**config.mk**
```make
export PLATFORM = sky130hd
export DESIGN_NAME = if_stage
export DESIGN_NICKNAME = d
export VERILOG_FILES = /design/src/rtl/pipe_defs.sv /design/src/rtl/if_id_reg.sv /design/src/rtl/if_stage.sv
export SDC_FILE = /design/constraint.sdc
export NUM_CORES = 1
export LEC_CHECK = 0
export CAP_MARGIN = 20
export CORE_AREA = 2 2 135 111
export DETAILED_ROUTE_END_ITERATION = 6
export DIE_AREA = 0 0 137 113
export GPL_TIMING_DRIVEN = 0
export PLACE_DENSITY = 0.84
export SYNTH_ARGS = -nofsm -noshare
export SYNTH_HDL_FRONTEND = slang
export SYNTH_SLANG_ARGS = --single-unit
```
**constraint.sdc**
```tcl
create_clock -name clk -period 6 [get_ports clk]
set_input_delay 1.2 -clock clk [delete_from_list [all_inputs] [get_ports clk]]
set_output_delay 1.2 -clock clk [all_outputs]
set_load 0.005 [all_outputs]
```
**src/rtl/pipe_defs.sv**
```systemverilog
// Shared pipeline definitions: fetch FSM state encoding and the NOP bubble word.
package pipe_defs;

    typedef enum logic [1:0] {
        BOOT    = 2'd0,
        FETCH   = 2'd1,
        DISCARD = 2'd2
    } if_state_t;

    localparam logic [31:0] NOP = 32'h0000_0000;

endpackage

```
**src/rtl/if_id_reg.sv**
```systemverilog
// IF/ID pipeline register: holds inst, pc_to_id and inst_valid.
// bubble has priority over load; neither asserted means hold.
module if_id_reg
    import pipe_defs::*;
#(
    parameter logic [31:0] NOP_INST = NOP
) (
    input  logic        clk,
    input  logic        rst,
    input  logic        load,
    input  logic        bubble,
    input  logic [31:0] rdata,
    input  logic [31:0] pc_next,
    output logic [31:0] inst,
    output logic [31:0] pc_to_id,
    output logic        inst_valid
);

    // Register update: bubble clears the slot but keeps pc_to_id, load captures a fetch.
    always_ff @(posedge clk or negedge rst) begin
        if (!rst) begin
            inst       <= NOP_INST;
            pc_to_id   <= '0;
            inst_valid <= 1'b0;
        end else if (bubble) begin
            inst       <= NOP_INST;
            inst_valid <= 1'b0;
        end else if (load) begin
            inst       <= rdata;
            pc_to_id   <= pc_next;
            inst_valid <= 1'b1;
        end
    end

endmodule

```
**src/rtl/if_stage.sv**
```systemverilog
// Instruction-fetch stage: owns the PC, drives a wait-stated imem port and the IF/ID register.
// A redirect arriving while a fetch is outstanding is parked in redir_q (DISCARD) until
// that fetch completes; its data is then dropped.
// Optional macro PERF_CNT_EN adds perf_fetch / perf_flush / perf_stall counters.
module if_stage
    import pipe_defs::*;
#(
    parameter logic [31:0] RESET_PC = 32'h0000_0000,
    parameter logic [31:0] NOP_INST = NOP,
    parameter int unsigned CNT_W    = 32
) (
    input  logic             clk,
    input  logic             rst,
    input  logic             PCWrite,
    input  logic             IF_ID_Write,
    input  logic             IF_Flush,
    input  logic             PCSrc,
    input  logic             Jump,
    input  logic [31:0]      branch_add,
    input  logic [31:0]      jump_add,
    output logic             imem_req,
    output logic [31:0]      imem_addr,
    input  logic [31:0]      imem_rdata,
    input  logic             imem_ready,
    output logic [31:0]      inst,
    output logic [31:0]      pc_to_id,
    output logic             inst_valid
`ifdef PERF_CNT_EN
    ,
    output logic [CNT_W-1:0] perf_fetch,
    output logic [CNT_W-1:0] perf_flush,
    output logic [CNT_W-1:0] perf_stall
`endif
);

    if_state_t   state_q, state_d;
    logic [31:0] pc_q, pc_d;
    logic [31:0] redir_q, redir_d;
    logic [31:0] tgt, pc_plus4;
    logic        ld, bub;

    // PCSrc only qualifies IF_Flush upstream; target choice depends on Jump alone.
    logic        unused_pcsrc;
    assign unused_pcsrc = PCSrc;

    assign tgt       = Jump ? jump_add : branch_add;
    assign pc_plus4  = pc_q + 32'd4;
    assign imem_addr = pc_q;

    // State, PC and parked redirect target.
    always_ff @(posedge clk or negedge rst) begin
        if (!rst) begin
            state_q <= BOOT;
            pc_q    <= RESET_PC;
            redir_q <= '0;
        end else begin
            state_q <= state_d;
            pc_q    <= pc_d;
            redir_q <= redir_d;
        end
    end

    // Next-state, PC selection, request and IF/ID control.
    always_comb begin
        state_d  = state_q;
        pc_d     = pc_q;
        redir_d  = redir_q;
        imem_req = 1'b0;
        ld       = 1'b0;
        bub      = 1'b0;
        case (state_q)
            BOOT: begin
                state_d = FETCH;
                if (IF_Flush) pc_d = tgt;
            end
            FETCH: begin
                imem_req = 1'b1;
                if (IF_Flush) begin
                    bub = 1'b1;
                    if (imem_ready) begin
                        pc_d = tgt;
                    end else begin
                        redir_d = tgt;
                        state_d = DISCARD;
                    end
                end else if (imem_ready) begin
                    if (PCWrite && IF_ID_Write) begin
                        ld   = 1'b1;
                        pc_d = pc_plus4;
                    end
                end else if (IF_ID_Write) begin
                    bub = 1'b1;
                end
            end
            DISCARD: begin
                imem_req = 1'b1;
                if (IF_Flush) begin
                    bub     = 1'b1;
                    redir_d = tgt;
                end
                if (imem_ready) begin
                    pc_d    = IF_Flush ? tgt : redir_q;
                    state_d = FETCH;
                end
            end
            default: state_d = FETCH;
        endcase
    end

    if_id_reg #(
        .NOP_INST (NOP_INST)
    ) u_if_id (
        .clk        (clk),
        .rst        (rst),
        .load       (ld),
        .bubble     (bub),
        .rdata      (imem_rdata),
        .pc_next    (pc_plus4),
        .inst       (inst),
        .pc_to_id   (pc_to_id),
        .inst_valid (inst_valid)
    );

`ifdef PERF_CNT_EN
    // Event counters, wrapping modulo 2^CNT_W.
    always_ff @(posedge clk or negedge rst) begin
        if (!rst) begin
            perf_fetch <= '0;
            perf_flush <= '0;
            perf_stall <= '0;
        end else begin
            perf_fetch <= perf_fetch + CNT_W'(ld);
            perf_flush <= perf_flush + CNT_W'(IF_Flush);
            perf_stall <= perf_stall + CNT_W'(imem_req & ~imem_ready);
        end
    end
`endif

endmodule
```
==> summary.txt <==
Worst setup path
  – Slowest CP cell: clkdlybuf4s50_1
  – FF-to-FF Start: state_q[0]$_DFFE_PN0P_
  – Worst path max stage delay: 0.69 ns
  – Most numerous cell on the critical path: clkbuf_1
  – Kind of critical path: in2reg
  – CP required: 6.36 ns
  – R2R Setup Slk: roughly 3.4 ns
  – Crit. End Element: flip-flop
  – Max Fanout on Critical Path: 10
  – Crit path cell chain: clkdlybuf4s50_1 -> nand2b_1 -> or3_1 -> clkbuf_1 -> clkbuf_1 -> nand3_1 -> nand2_1
  – Critical path arrival: 3.68 ns
  – Worst R2R Path Depth: 9
  – Crit start category: primary input
  – Reg-to-reg endpoint: imem_addr[26]$_DFFE_PN0P_

Timing
  – Slew margin rel.: 43.6%
  – WHS: between 0.4 and 0.5 ns
  – Max-slew violation count: 0
  – Final Cycle Share: 55.4%
  – Maximum clock frequency: 0.301 GHz
  – Final setup margin: 2.68 ns
  – RSZ-0062 raised after global routing: no
  – Final Hold Violating Endpoints: 0
  – Tmin final: 3.32 ns
  – Worst-Margin Slew: 0.841 ns
  – Clock Skew: roughly 0.0094 ns
  – Final setup fails: 0

Die
  – Die width: approximately 140 µm
  – Initial Util: 51.1%
  – Die area: 15500 µm²
  – Core area: 14100 µm²
  – Row count: 39
  – I/O pin count: 202
  – Die Y-Extent: 113 µm

Layout
  – Layout area overhead: 41.0%
  – Final Util: 72.0%
  – Layout Cells excl Fill: between 1k and 1.5k
  – Diodes inserted: 0
  – Most common cell after layout, fill and taps aside: clkdlybuf4s50_1
  – Commonest cells after routing, fill and taps aside: clkdlybuf4s50_1 (198), nand2_1 (166), dfrtp_1 (131), o21ai_0 (108), a21oi_1 (45)
  – Nets: 1144
  – Layout cells sized above 1: 7.63%

Synth
  – Post-synth cell types: 62
  – Synth Instances: 817
  – Synth warnings: 0
  – Synth async-reset ratio: 100%
  – Main synth FF type: dfrtp_1
  – Syn Area/Cell: 8.78 µm²
  – Synth Register Bits: 131
  – Synth Cell Area: 7180 µm²
  – Post-Synthesis Net Count: 925
  – Seq/Total Area, Yosys: 45.7%
  – Number of synthesized flops with an enable pin: 0

Clock tree
  – Hold-fix buffers, CTS: 0
  – Post-CTS sizing: 0
  – Number of CTS-inserted buffers: 17
  – Worst-path clk slew: 0.06 ns
  – Worst skew pair latency: 0.43 ns
  – H-tree lvl count: 4
  – Clock root buffer: clkbuf_16
  – Clk buf depth: 2
  – Post-CTS Setup Bufs: 0
  – CTS tree: built
  – # clock sinks: 131

Route
  – Vias per Instance: 6.09
  – Vias: 7498
  – Wirelength, routed: 24.6 mm
  – Drt drc: 8
  – WL/cell: between 15 and 20 µm
  – Post-route ant nets: 0
  – Starting DRT DRC Count: 1203
  – TritonRoute pass-1 iters: 7

Min path
  – Worst min-delay path startpoint: u_if_id.pc_to_id[3]$_DFFE_PN0P_
  – Hold path depth: 2
  – Worst min-delay path class: reg2reg
  – Hold Path Sink: u_if_id.pc_to_id[3]$_DFFE_PN0P_

Pwr
  – Clk pwr share: 24.4%
  – Sequential Power Share: 31.2%
  – Power Density: 501 nW/µm²
  – Combinational Power Share: 44.4%
  – Worst vdd ir: 0.276 mV
  – Pleak: 4.45 nW
  – Net Sw Power: 0.00191 W
  – Internal cell power: 0.00316 W
  – Net switching fraction of the power: around 38%

Outcome
  – Run status: finished, violations left
  – Failing checks: design-rule violations

Global route
  – Largest net degree at the start of global routing: 71
  – Initial antenna violation count: 0
  – Total congestion overflow: 0
  – Vias in the first global route: 7392
  – Total track usage: 32.3%
  – First-pass GRT wire length: between 30 and 40 mm

Place
  – Dpl ws: 2.37 ns
  – Placed cells: 1201
  – Routability cong.: between 1 and 1.5
  – Final HPWL DP: 17.6 mm
  – # port buffers: just under 200

Flow run
  – Max-capacitance violation count: 0
-- synthesized netlist by cell type (all sizes together) (2+ instances only) --
cell type  instances  area [µm²]
nor2              25        93.8
and4               8        71.3
or3                3        18.8
a32o               2        20.0
clkbuf            40         153
o211ai             2        15.0
nand4             14         103
a2bb2oi            3        26.3
a21o              11        82.6
o2111ai            2        17.5
mux2i             30         300
a22o              10        87.6
nor2b              3        21.3
o21a               3        22.5
o221ai             3        26.3
inv                9        33.8
mux2               4        45.0
buf               30         188
nand2            166         623
nor3               6        45.0
nand2b             6        37.5
and3              14        92.6
nand3             45         235
xnor2             15         131
o22a               6        52.6
a21oi             45         225
a221o              5        50.1
nor4               3        18.8
xor2              12         105
o31a               3        26.3
dfrtp            131        3280
o31ai              2        15.0
o22ai              4        25.0
a31oi             10        62.6
o21ai            110         551
ha                 4        50.1
a22oi             13        97.6
nor3b              3        22.5
-- worst max-delay path by stage --
stage             start                                to
3_5_place_dp   IF_Flush       u_if_id.inst[3]$_DFFE_PN0P_
5_1_grt        IF_Flush       u_if_id.inst[4]$_DFFE_PN0P_
4_1_cts        IF_Flush       u_if_id.inst[3]$_DFFE_PN0P_
2_1_floorplan      Jump          imem_addr[0]$_DFFE_PN0P_
6_report       IF_Flush       u_if_id.inst[0]$_DFFE_PN0P_
3_3_place_gp        rst  u_if_id.pc_to_id[27]$_DFFE_PN0P_
-- through the flow --
step | TNS [ns] | total power (W) | instance area, µm²
2_1_floorplan | 0 | 0.00269 | 7180
3_3_place_gp | -196.88 | 0.00368 | 9400
3_5_place_dp | 0 | 0.00375 | 9430
4_1_cts | 0 | 0.00501 | 10100
5_1_grt | 0 | 0.00533 | 10100
6_report | 0 | 0.00507 | 10100
-- layer usage --
metal  GRT usage (%)  vias up  share of wire (%)
met1            43.6     3539                 39
met4            11.1        0                2.4
met3            10.6       79                 13
met2            49.0      535                 45
li1                -     3345                  -
met5               0        -                  0
-- power by group through the flow --
stage,clock network [W],logic [W],registers [W]
4_1_cts,0.00124,0.00221,0.00157
3_3_place_gp,0,0.00213,0.00155
6_report,0.00124,0.00225,0.00158
5_1_grt,0.00128,0.00243,0.00162
3_5_place_dp,0,0.00218,0.00157
2_1_floorplan,0,0.00117,0.00152
-- cell type report --
cell class,instances,area (µm²)
timing repair buffer,200,2020
inverter,10,37.5
sequential,131,3280
fill,1071,3930
multi-input combinational,606,3520
buffer,70,340
clock inverter,13,255
clock buffer,18,439
tap,184,230
-- state kept, by name, indices dropped and copies added (netlist names) --
name,flops
imem_addr,32
redir_q,32
u_if_id.inst,32
u_if_id.pc_to_id,32
state_q,2
u_if_id.inst_valid,1
-- worst max-delay path, delay by kind of cell --
kind | cells | cell delay (ns)
buf+inv | 3 | 1.70
simple gates | 4 | 0.77
-- cells by family after synthesis --
kind of cell	count (synthesis)	synth area share, %
XOR/XNOR	27	3.30
AND/OR/NAND/NOR	299	19.6
multiplexers	34	4.81
buffers and inverters	80	5.26
adder cells (fa/ha/maj)	4	0.697
AO/OA/AOI/OAI	242	20.7
flip-flops	131	45.7
Power figures use the tool's default switching activity.
